<file path="src/rtl/fan_sel_gen_pkg.sv">
// fan_pkg: shared modes, FSM encoding and popcount for the fan adder selector generator
package fan_pkg;

    localparam logic MODE_BYPASS = 1'b0;
    localparam logic MODE_ADD    = 1'b1;

    typedef enum logic {IDLE, ISSUE} state_t;

    function automatic int popcount(input logic [31:0] v);
        popcount = 0;
        for (int i = 0; i < 32; i++) popcount += int'(v[i]);
    endfunction

endpackage

</file>
<file path="src/rtl/fan_sel_gen_pick_low.sv">
// fan_pick_low: picks the lowest NUM_OUT set bits of a mask, lowest index on lane 0
module fan_pick_low #(
    parameter int NUM_IN  = 4,
    parameter int NUM_OUT = 2,
    parameter int SEL_IN  = 2
) (
    input  logic [NUM_IN-1:0]         mask,
    output logic [SEL_IN*NUM_OUT-1:0] sel,
    output logic [NUM_OUT-1:0]        vld,
    output logic [NUM_IN-1:0]         rem
);
    import fan_pkg::*;

    // scan upward, filling lanes in order and clearing each picked bit from the remainder
    always_comb begin
        int c;
        c = 0;
        sel = '0;
        vld = '0;
        rem = mask;
        for (int i = 0; i < NUM_IN; i++) begin
            if (mask[i] && c < NUM_OUT) begin
                sel[c*SEL_IN +: SEL_IN] = SEL_IN'(i);
                vld[c] = 1'b1;
                rem[i] = 1'b0;
                c++;
            end
        end
    end

endmodule

</file>
<file path="src/rtl/fan_sel_gen.sv">
// fan_sel_gen: expands sparse-block masks into fan-adder command beats; FAN_SEL_SKID_EN adds a 2-entry input skid
module fan_sel_gen #(
    parameter int NUM_IN  = 4,
    parameter int NUM_OUT = 2,
    parameter int SEL_IN  = 2
) (
    input  logic                      clk,
    input  logic                      rst,
    input  logic                      in_valid,
    output logic                      in_ready,
    input  logic [NUM_IN-1:0]         in_mask,
    input  logic                      in_mode,
    output logic                      out_valid,
    input  logic                      out_ready,
    output logic                      add_en,
    output logic                      bypass_en,
    output logic [SEL_IN*NUM_OUT-1:0] sel,
    output logic [NUM_OUT-1:0]        lane_vld,
    output logic                      out_first,
    output logic                      out_last
);
    import fan_pkg::*;

    state_t                    state;
    logic [NUM_IN-1:0]         rem_mask;
    logic                      mode;
    logic                      first;
    logic [SEL_IN*NUM_OUT-1:0] pick_sel;
    logic [NUM_OUT-1:0]        pick_vld;
    logic [NUM_IN-1:0]         pick_rem;
    logic                      src_valid;
    logic [NUM_IN-1:0]         src_mask;
    logic                      src_mode;
    logic                      can_take;
    logic                      take;

    fan_pick_low #(.NUM_IN(NUM_IN), .NUM_OUT(NUM_OUT), .SEL_IN(SEL_IN)) u_pick (
        .mask(rem_mask),
        .sel (pick_sel),
        .vld (pick_vld),
        .rem (pick_rem)
    );

    assign out_valid = state == ISSUE;
    assign out_last  = out_valid && popcount(32'(rem_mask)) <= NUM_OUT;
    assign out_first = out_valid && first;
    assign add_en    = out_valid && mode == MODE_ADD;
    assign bypass_en = out_valid && mode == MODE_BYPASS;
    assign sel       = out_valid ? pick_sel : '0;
    assign lane_vld  = out_valid ? pick_vld : '0;
    assign can_take  = state == IDLE || (out_valid && out_ready && out_last);
    assign take      = src_valid && can_take;

`ifdef FAN_SEL_SKID_EN
    logic [NUM_IN:0] skid [2];
    logic            rd_ptr;
    logic            wr_ptr;
    logic [1:0]      cnt;
    logic [1:0]      cnt_nxt;
    logic            ready_r;
    logic            push;

    assign push      = in_valid && ready_r;
    assign cnt_nxt   = cnt + 2'(push) - 2'(take);
    assign in_ready  = ready_r;
    assign src_valid = cnt != 2'd0;
    assign {src_mode, src_mask} = skid[rd_ptr];

    // skid occupancy; ready is registered so out_ready never reaches in_ready combinationally
    always_ff @(posedge clk or posedge rst) begin
        if (rst) begin
            cnt     <= '0;
            rd_ptr  <= 1'b0;
            wr_ptr  <= 1'b0;
            ready_r <= 1'b1;
        end else begin
            cnt     <= cnt_nxt;
            rd_ptr  <= rd_ptr ^ take;
            wr_ptr  <= wr_ptr ^ push;
            ready_r <= cnt_nxt != 2'd2;
        end
    end

    // skid payload storage
    always_ff @(posedge clk) begin
        if (push) skid[wr_ptr] <= {in_mode, in_mask};
    end
`else
    assign src_valid = in_valid;
    assign src_mask  = in_mask;
    assign src_mode  = in_mode;
    assign in_ready  = can_take;
`endif

    // block capture and beat sequencing; a new block may load on the same edge the last beat leaves
    always_ff @(posedge clk or posedge rst) begin
        if (rst) begin
            state    <= IDLE;
            rem_mask <= '0;
            mode     <= MODE_BYPASS;
            first    <= 1'b0;
        end else if (take) begin
            state    <= ISSUE;
            rem_mask <= src_mask;
            mode     <= src_mode;
            first    <= 1'b1;
        end else if (out_valid && out_ready) begin
            rem_mask <= pick_rem;
            first    <= 1'b0;
            state    <= out_last ? IDLE : ISSUE;
        end
    end

endmodule
</file>
<file path="config.mk">
export PLATFORM = sky130hd
export DESIGN_NAME = fan_sel_gen
export DESIGN_NICKNAME = d
export VERILOG_FILES = /design/src/rtl/fan_sel_gen_pkg.sv /design/src/rtl/fan_sel_gen_pick_low.sv /design/src/rtl/fan_sel_gen.sv
export SDC_FILE = /design/constraint.sdc
export NUM_CORES = 1
export LEC_CHECK = 0
export ABC_AREA = 1
export CORE_MARGIN = 4
export CORE_UTILIZATION = 35
export CTS_BUF_LIST = sky130_fd_sc_hd__clkbuf_16
export CTS_CLUSTER_SIZE = 20
export DETAILED_ROUTE_END_ITERATION = 10
export PLACE_DENSITY = 0.65
export RECOVER_POWER = 25
export SYNTH_ARGS = -nofsm -noshare
export SYNTH_HDL_FRONTEND = slang
export SYNTH_SLANG_ARGS = --single-unit
</file>
<file path="constraint.sdc">
create_clock -name clk -period 5.8 [get_ports clk]
set_input_delay 1.16 -clock clk [delete_from_list [all_inputs] [get_ports clk]]
set_output_delay 1.16 -clock clk [all_outputs]
set_load 0.02 [all_outputs]
</file>
==> summary.txt, run 1 <==
Status
  – Outcome: finished clean

Drt
  – First drt pass iteration count: 4
  – Starting DRT DRC Count: 8
  – Vias per cell: 4.732
  – DRT antenna net count: 0
  – Routed vias: 672
  – DR DRC count: 0
  – Final WL: roughly 1500 µm
  – Drt wl/cell: 10.72 µm

Floorplanning
  – Die H: 51.86 µm
  – Core Area: 1783 µm²
  – Std cell rows: 15
  – DIE AREA: 2689 µm²
  – Die W: 51.86 µm
  – I/O pin cnt: 21
  – Initial Util: 0.3775

Global routing
  – Overflow after GRT: 0
  – Global-route wire length before repair: 2656 µm
  – Vias in the first global route: 613
  – All-Layer GR Usage: 0.1376
  – Pin count of the biggest net entering global routing: 9
  – Initial antenna violation count: 0

Placed design
  – Routability cong.: approximately 0.80
  – HPWL after DPL: approximately 1200 µm
  – PortBufs: 20

Timing
  – Peak Freq: 0.2212 GHz
  – Tcrit/Tclk final: 0.7793
  – Final hold vios: 0
  – Final setup fails: 0
  – RSZ-0062 raised after global routing: no
  – Final slew viol count: 0
  – Worst Max-Slew Pin Slew: 324.2 ps
  – Layout Skew: 0.3395 ps
  – Setup TNS Final: 0 ps
  – Rel. slew slack: 0.7838
  – Minimum clock period: approximately 4500 ps

Logic synthesis
  – YS warnings: 0
  – Cells after synthesis: 94
  – Synth cell types: 19
  – Yosys reg bits: 7
  – Syn_area_per_cell: 7.161 µm²
  – Sequential share of the synthesized area: 0.2602
  – Mapped cell area: 673.1 µm²
  – Net Count, Synth: 114

Clocking
  – Root Driver: clkbuf_16
  – # clock sinks: 7
  – Worst skew pair latency: 230 ps
  – Total CTS buffers: 3
  – CTS tree: done
  – Deepest clock path buffer count: 2
  – CTS clk-pin slew, worst paths: 40 ps
  – Post-CTS Resized: 0
  – Post-CTS setup repair buffer count: 0
  – H-tree levels: 1
  – CTS Hold Bufs: 0

Critical path
  – CP Capture Point: sel[3]
  – CP startpoint: rem_mask[1]
  – Reg2Reg Depth: 12
  – CP Launch Type: flop
  – WP data arrival: 3360 ps
  – Data required, critical path: 4640 ps
  – Critical-path maximum fanout: 5
  – Critical R2R Capture: rem_mask[2]
  – Reg-to-Reg Start: rem_mask[0]
  – CP Class: reg2out
  – R2R Setup Slk: ~3700 ps
  – Critical Path End Type: output port

Layout
  – Layout cells sized above 1: 0.07692
  – Net count reported at finish: 138
  – Commonest non-fill, non-tap cells in the layout: nand2_1 (24), clkdlybuf4s50_1 (19), inv_1 (18)
  – Area growth syn-to-layout: 45.35%
  – Diode count: 0
  – Most common cell after layout, fill and taps aside: nand2_1

Hold path
  – Hold Path Depth: 2
  – Hold crit path type: reg2reg

Job
  – Max Cap Viol: 0
[state kept, by name, summed over array words and instances, names as in the netlist]
signal / flops
out_valid: 1
first: 1
rem_mask: 4
mode: 1
[Yosys cell counts]
| cell | count | area share |
|---|---|---|
| nand2_1 | 24 | 0.13 |
| inv_1 | 17 | 0.095 |
| ha_1 | 9 | 0.17 |
| nor2_1 | 9 | 0.050 |
| dfrtp_1 | 7 | 0.26 |
| nand3_1 | 6 | 0.045 |
| a21oi_1 | 5 | 0.037 |
| o21ai_0 | 4 | 0.030 |
| fa_1 | 2 | 0.059 |
| nand2_4 | 2 | 0.033 |
| a21oi_2 | 1 | 0.013 |
| a31oi_1 | 1 | 0.0093 |
| clkbuf_2 | 1 | 0.0074 |
| nand2_2 | 1 | 0.0093 |
| nor2_2 | 1 | 0.0093 |
| nor4_1 | 1 | 0.0093 |
| o21ai_1 | 1 | 0.0074 |
| o21ai_2 | 1 | 0.013 |
| o21bai_1 | 1 | 0.011 |
[logic make-up (layout without fill, tap and decap cells)]
group | Yosys count | after routing | synth area share
flops | 7 | 7 | 0.2602
fa+ha+maj | 11 | 11 | 0.2268
compound gates | 14 | 14 | 0.1208
buf+inv | 18 | 41 | 0.1022
simple gates | 44 | 44 | 0.2900
[routing by layer]
layer / routed length, µm / share of wire / GRT usage / vias to the layer above
met5: 0 / 0 / 0 / -
met3: 89 / 0.058 / 0.04298 / 5
met2: 700 / 0.46 / 0.2092 / 19
li1: - / - / - / 343
met1: 691 / 0.45 / 0.1699 / 305
met4: 42 / 0.028 / 0.07860 / 0
[through the flow]
stage	hold WS [ps]	worst slack [ps]	instances	util	area (µm²)
after floorplan	463.3	2127	94	-	673.1
after global placement	485.9	1601	138	0.5046	899.6
after detailed placement	485.3	1542	138	0.5046	899.6
after CTS	493.1	1273	142	0.5488	978.4
after global routing	511.7	989.4	142	0.5488	978.4
final	488.0	1280	142	0.5488	978.4
[worst min path at each step]
| stage | from | to | slack (ps) |
|---|---|---|---|
| finish | mode | mode | 490 |
| global route | mode | mode | 510 |
| CTS | mode | mode | 490 |
| detailed placement | mode | mode | 490 |
| global placement | mode | mode | 490 |
| floorplan | mode | mode | 460 |
[critical path, cell delays in order (launching register included)]
cell and delay (ps):
dfrtp_1 430, ha_1 230, nor2_1 210, inv_1 130
fa_1 600, nand2_1 80, ha_1 300, inv_1 60
a21oi_2 150, o21ai_1 90, nor2_2 110, a21oi_1 50
nor2_1 80, clkdlybuf4s50_1 600
[cell type report]
cell class,count,area [µm²]
Inverter,17,63.81
Multi-Input combinational cell,69,429.2
Timing Repair Buffer,20,200.2
Fill cell,173,804.5
Tap cell,25,31.28
Sequential cell,7,175.2
Clock buffer,3,75.07
Clock inverter,1,3.754
Power of run 1 is left out: the tool's default activity adds up to more than one toggle a clock period on the data nets, which glitch-free logic cannot reach.
==> inputs of run 2 (changes only) <==
--- a/config.mk
+++ b/config.mk
@@ -11,7 +11,7 @@
 export CTS_BUF_LIST = sky130_fd_sc_hd__clkbuf_16
 export CTS_CLUSTER_SIZE = 20
 export DETAILED_ROUTE_END_ITERATION = 10
-export PLACE_DENSITY = 0.65
+export PLACE_DENSITY = 0.67
 export RECOVER_POWER = 25
 export SYNTH_ARGS = -nofsm -noshare
 export SYNTH_HDL_FRONTEND = slang
==> constraint.sdc (replaced) <==
create_clock -name clk -period 4 [get_ports clk]
set_input_delay 0.8 -clock clk [delete_from_list [all_inputs] [get_ports clk]]
set_output_delay 0.8 -clock clk [all_outputs]
set_load 0.02 [all_outputs]
==> summary.txt, run 2 (synthesized netlist as in run 1, its figures left out) <==
Global routing
  – All-Layer GR Usage: 0.1406 (+0.003027)
  – Overflow after GRT: 0 (unchanged)
  – Global-route wire length before repair: 2808 µm (+5.7%)
  – Initial antenna violation count: 0 (unchanged)
  – Vias in the first global route: 654 (+6.7%)
  – Pin count of the biggest net entering global routing: 9 (unchanged)

Placed design
  – Dpl ws: 196.3 ps (-1346 ps)
  – Cells after DPL: 139 (+0.72%)
  – Routability cong.: 0.7463 (-6.8%)
  – PortBufs: 20 (unchanged)
  – HPWL after DPL: 1354 µm (+8.4%)

Timing
  – Layout Skew: 0.8778 ps (+0.5383 ps)
  – Worst Max-Slew Pin Slew: 332.2 ps (+7.995 ps)
  – Final hold slack: 496.8 ps (+8.776 ps)
  – Minimum clock period: approximately 3800 ps
  – Setup ws final: 222.5 ps (-1057 ps)
  – Peak Freq: roughly 0.26 GHz
  – Final setup fails: 0 (unchanged)
  – Tcrit/Tclk final: 0.9444
  – Setup TNS Final: 0 ps (unchanged)
  – Final slew viol count: 0 (unchanged)
  – Final hold vios: 0 (unchanged)
  – Rel. slew slack: 0.7785 (-0.005331)
  – RSZ-0062 raised after global routing: no

Drt
  – Drt wl/cell: 11.78 µm (+9.9%)
  – First drt pass iteration count: 4 (unchanged)
  – Met3 wire length: 62 µm (-30%)
  – DR DRC count: 0 (unchanged)
  – Final WL: 1684 µm (+11%)
  – Routed vias: 693 (+3.1%)
  – Max Used Layer: met4
  – Met1 wire length: 690 µm (-0.14%)
  – Vias per cell: 4.846 (+2.4%)
  – Starting DRT DRC Count: 26 (+18)
  – WL met2: 903 µm (+29%)
  – DRT antenna net count: 0 (unchanged)

Clocking
  – CTS clk-pin slew, worst paths: 40 ps (about the same)
  – CTS Hold Bufs: 0 (unchanged)
  – Post-CTS setup repair buffer count: 0 (unchanged)
  – H-tree levels: 1 (unchanged)
  – Worst skew pair latency: 230 ps (about the same)
  – CTS tree: done
  – # clock sinks: 7 (unchanged)
  – Deepest clock path buffer count: 2 (unchanged)
  – Root Driver: clkbuf_16
  – Total CTS buffers: 3 (unchanged)
  – Post-CTS Resized: 3 (+3)

Floorplanning
  – I/O pin cnt: 21 (unchanged)
  – Initial Util: 0.3775 (unchanged)
  – Std cell rows: 15 (unchanged)
  – Core Area: 1783 µm² (unchanged)
  – Die W: 51.86 µm (unchanged)
  – Die H: 51.86 µm (unchanged)
  – DIE AREA: 2689 µm² (unchanged)

Critical path
  – Critical-path maximum fanout: 5 (unchanged)
  – CP Launch Type: flop
  – Crit path top cell by count: nor2_1
  – CP Class: reg2out
  – WP data arrival: 2980 ps (-380 ps)
  – Data required, critical path: 3200 ps (-1440 ps)
  – Crit-path slowest cell: fa_1
  – Critical Path End Type: output port
  – Crit path cell chain: ha_1 > nor2_1 > inv_1 > fa_1 > nand2_1 > ha_1 > inv_1 > a21oi_2 > o21ai_1 > nor2_2 > nor2_1 > nor2_1 > dlygate4sd2_1
  – CP max stage delay: 580 ps (-20 ps)

Layout
  – Max reg flops: 4 (unchanged)
  – Biggest register: rem_mask
  – Register area: 175.2 µm² (unchanged)
  – Net count reported at finish: 139 (+0.72%)
  – Most common cell after layout, fill and taps aside: nand2_1
  – Diode count: 0 (unchanged)
  – Fill count: 173 (unchanged)
  – Area growth syn-to-layout: 46.10%
  – Layout cells sized above 1: 0.08475 (+0.007823)
  – Commonest non-fill, non-tap cells in the layout: nand2_1 (24), inv_1 (18), clkdlybuf4s50_1 (16)
  – Area of the multi-input gates: 429.2 µm² (unchanged)
  – Non-Filler Instances: 143 (+0.70%)

Status
  – Outcome: finished clean

Job
  – Max Cap Viol: 0 (unchanged)

Hold path
  – Hold crit path type: reg2reg
run 2: cell count changes in the layout (fill, tap and decap cells not counted):
cell             before  now
clkdlybuf4s50_1      19   16
dlygate4sd2_1         0    2
buf_4                 0    1
clkdlybuf4s15_1       0    1
run 2: final cells by class:
type / instances / share of cell area
clock buffer: 3 / 0.07634
clock inverter: 1 / 0.003817
inverter: 17 / 0.06489
multi-input combinational: 69 / 0.4364
sequential: 7 / 0.1781
tap: 25 / 0.03181
timing repair buffer: 21 / 0.2087
run 2: final timing paths:
check                      depth (start not counted)  slack (ps)   startpoint     endpoint
max                                               13         220  rem_mask[0]       sel[2]
min                                                2         500         mode         mode
max reg2reg                                       12        1880  rem_mask[0]  rem_mask[2]
min reg2reg                                        2         500         mode         mode
max in group asynchronous                          2        2810          rst  rem_mask[2]
min in group asynchronous                          2         960          rst    out_valid
run 2: critical path: cells and delay by family, from the launching register on:
kind	cells	cell delay, ps
AO/OA/AOI/OAI	2	230
adder cells (fa/ha/maj)	3	1130
buffers and inverters	3	510
flip-flops	1	420
AND/OR/NAND/NOR	5	460
run 2: per-layer routing:
layer,global-route usage,vias up
li1,-,341
met1,0.1519,334
met2,0.2552,13
met3,0.03725,5
met4,0.05677,0
met5,0,-
run 2: per-stage QoR:
step / util / instance area (µm²)
after floorplan: - / 673.1
after CTS: 0.5509 / 982.2
after global routing: 0.5516 / 983.4
after global placement: 0.5088 / 907.1
final: 0.5516 / 983.4
after detailed placement: 0.5088 / 907.1
Power of run 2 is left out for the same reason.
==> inputs of run 3 (changes only) <==
--- a/config.mk
+++ b/config.mk
@@ -6,12 +6,15 @@
 export NUM_CORES = 1
 export LEC_CHECK = 0
 export ABC_AREA = 1
+export CELL_PAD_IN_SITES_DETAIL_PLACEMENT = 0
+export CELL_PAD_IN_SITES_GLOBAL_PLACEMENT = 1
 export CORE_MARGIN = 4
-export CORE_UTILIZATION = 35
+export CORE_UTILIZATION = 28
 export CTS_BUF_LIST = sky130_fd_sc_hd__clkbuf_16
 export CTS_CLUSTER_SIZE = 20
 export DETAILED_ROUTE_END_ITERATION = 10
-export PLACE_DENSITY = 0.67
+export HOLD_SLACK_MARGIN = 0.05
+export PLACE_DENSITY = 0.75
 export RECOVER_POWER = 25
 export SYNTH_ARGS = -nofsm -noshare
 export SYNTH_HDL_FRONTEND = slang
==> constraint.sdc (replaced) <==
create_clock -name clk -period 4 [get_ports clk]
set_input_delay 1.2 -clock clk [delete_from_list [all_inputs] [get_ports clk]]
set_output_delay 1.2 -clock clk [all_outputs]
set_load 0.02 [all_outputs]
==> summary.txt, run 3 (synthesized netlist as in run 1, its figures left out) <==
Status
  – Outcome: finished clean

Layout
  – Biggest register: rem_mask
  – Fin util: 0.4512 (-0.1004)
  – Diode count: 0 (unchanged)
  – Area growth syn-to-layout: 51.12%
  – Layout cells sized above 1: 0.1545 (+0.06973)
  – Most common cell after layout, fill and taps aside: nand2_1
  – Commonest non-fill, non-tap cells in the layout: nand2_1 (24), inv_1 (18), clkdlybuf4s50_1 (15)
  – Net count reported at finish: 144 (+3.6%)
  – Final design area excluding fillers: 1017 µm² (+3.4%)
  – Max reg flops: 4 (unchanged)
  – Non-Filler Instances: 151 (+5.6%)

Hold path
  – Hold Crit Start: mode
  – Hold path endpoint: mode
  – Hold crit path type: reg2reg
  – Hold Path Depth: 2 (unchanged)

Clocking
  – CTS tree: done
  – CTS Hold Bufs: 0 (unchanged)
  – Worst skew pair latency: 230 ps (about the same)
  – # clock sinks: 7 (unchanged)
  – Post-CTS setup repair buffer count: 0 (unchanged)
  – H-tree levels: 1 (unchanged)
  – Total CTS buffers: 3 (unchanged)
  – CTS clk-pin slew, worst paths: 40 ps (about the same)
  – Post-CTS Resized: 7 (+4)
  – Deepest clock path buffer count: 2 (unchanged)
  – Root Driver: clkbuf_16

Critical path
  – R2R Setup Slk: 1830 ps (-50 ps)
  – Reg2Reg Depth: 13 (+1)
  – Critical R2R Capture: rem_mask[3]
  – CP Launch Type: flop
  – CP Class: reg2out
  – Critical-path maximum fanout: 2 (-3)
  – Reg-to-Reg Start: rem_mask[0]
  – WP data arrival: 2620 ps (-360 ps)
  – Data required, critical path: 2800 ps (-400 ps)
  – Critical Path End Type: output port

Placed design
  – Routability cong.: 0.7637 (+2.3%)
  – PortBufs: 20 (unchanged)
  – HPWL after DPL: 1285 µm (-5.1%)
  – Cells after DPL: 147 (+5.8%)
  – Post-place instance area: 948.4 µm² (+4.6%)

Floorplanning
  – Die W: 57.03 µm (+10%)
  – Initial Util: 0.2986 (-0.07899)
  – DIE AREA: 3252 µm² (+21%)
  – Die H: 57.03 µm (+10%)
  – Core Area: 2255 µm² (+26%)
  – I/O pin cnt: 21 (unchanged)
  – Std cell rows: 17 (+2)

Drt
  – Vias per cell: 4.331 (-11%)
  – DRT antenna net count: 0 (unchanged)
  – Routed vias: 654 (-5.6%)
  – First drt pass iteration count: 4 (unchanged)
  – Drt wl/cell: 10.28 µm (-13%)
  – Starting DRT DRC Count: 8 (-69%)
  – Final WL: 1552 µm (-7.8%)
  – DR DRC count: 0 (unchanged)

Timing
  – Rel. slew slack: 0.7550 (-0.02353)
  – Final slew viol count: 0 (unchanged)
  – Layout Skew: 1.294 ps (+0.4159 ps)
  – Peak Freq: 0.2614 GHz (-1.2%)
  – Worst Max-Slew Pin Slew: 367.5 ps (+35.29 ps)
  – Tcrit/Tclk final: 0.9562 (+0.01184)
  – Minimum clock period: 3825 ps (+47.35 ps)
  – RSZ-0062 raised after global routing: yes
  – Final setup fails: 0 (unchanged)
  – Final hold vios: 0 (unchanged)

Global routing
  – Global-route wire length before repair: 2746 µm (-2.2%)
  – Pin count of the biggest net entering global routing: 9 (unchanged)
  – All-Layer GR Usage: 0.1043 (-0.03629)
  – Vias in the first global route: 636 (-2.8%)
  – Initial antenna violation count: 0 (unchanged)
  – Overflow after GRT: 0 (unchanged)

Job
  – Max Cap Viol: 0 (unchanged)
run 3: changes by cell type in the layout (fill, tap and decap cells not counted), sizes merged:
cell	previous run	this run
clkdlybuf4s50	16	15
clkbuf	3	4
clkdlybuf4s15	1	0
dlymetal6s2s	0	1
buf	1	8
dlygate4sd2	2	0
run 3: layout make-up:
cell class / count / area (µm²)
fill: 254 / 1237
multi-input combinational: 69 / 431.7
timing repair buffer: 26 / 232.7
sequential: 7 / 175.2
clock buffer: 3 / 75.07
inverter: 17 / 63.81
tap: 28 / 35.03
clock inverter: 1 / 3.754
run 3: worst max-delay path, cell delays in order (launching register included):
cell and delay, ps:
dfrtp_1 370, ha_1 220, nor2_2 120, inv_1 70, fa_1 500, nand2_1 70, ha_1 310, inv_1 60
a21oi_2 160, o21ai_1 100, nor2_2 120, a21oi_1 50, nor2_1 70, buf_2 170
run 3: per-stage QoR:
stage                     setup slack, ps  hold WS [ps]  setup TNS (ps)
after CTS                           41.79         503.1               0
after detailed placement           -52.02         495.4          -103.4
after floorplan                     286.9         463.3               0
after global routing               -1.637         520.6          -1.637
after global placement              29.64         488.0               0
final                               175.1         498.0               0
run 3: how the worst max path moves through the flow:
stage | from | endpoint | slack, ps | cells past startpoint
final | rem_mask[0] | sel[3] | 180 | 13
after global routing | rem_mask[0] | sel[3] | -2 | 13
after CTS | rem_mask[0] | sel[3] | 40 | 13
after detailed placement | rem_mask[0] | sel[2] | -50 | 13
after global placement | rem_mask[0] | sel[3] | 30 | 13
after floorplan | rem_mask[0] | sel[3] | 290 | 12
run 3: per-layer routing:
| metal | part of all wire | routed length, µm | track usage |
|---|---|---|---|
| met1 | 0.50 | 782 | 0.1389 |
| met2 | 0.43 | 667 | 0.1697 |
| met3 | 0.060 | 93 | 0.02489 |
| met4 | 0.0052 | 8 | 0.02649 |
| met5 | 0 | 0 | 0 |
Power of run 3 is left out for the same reason.
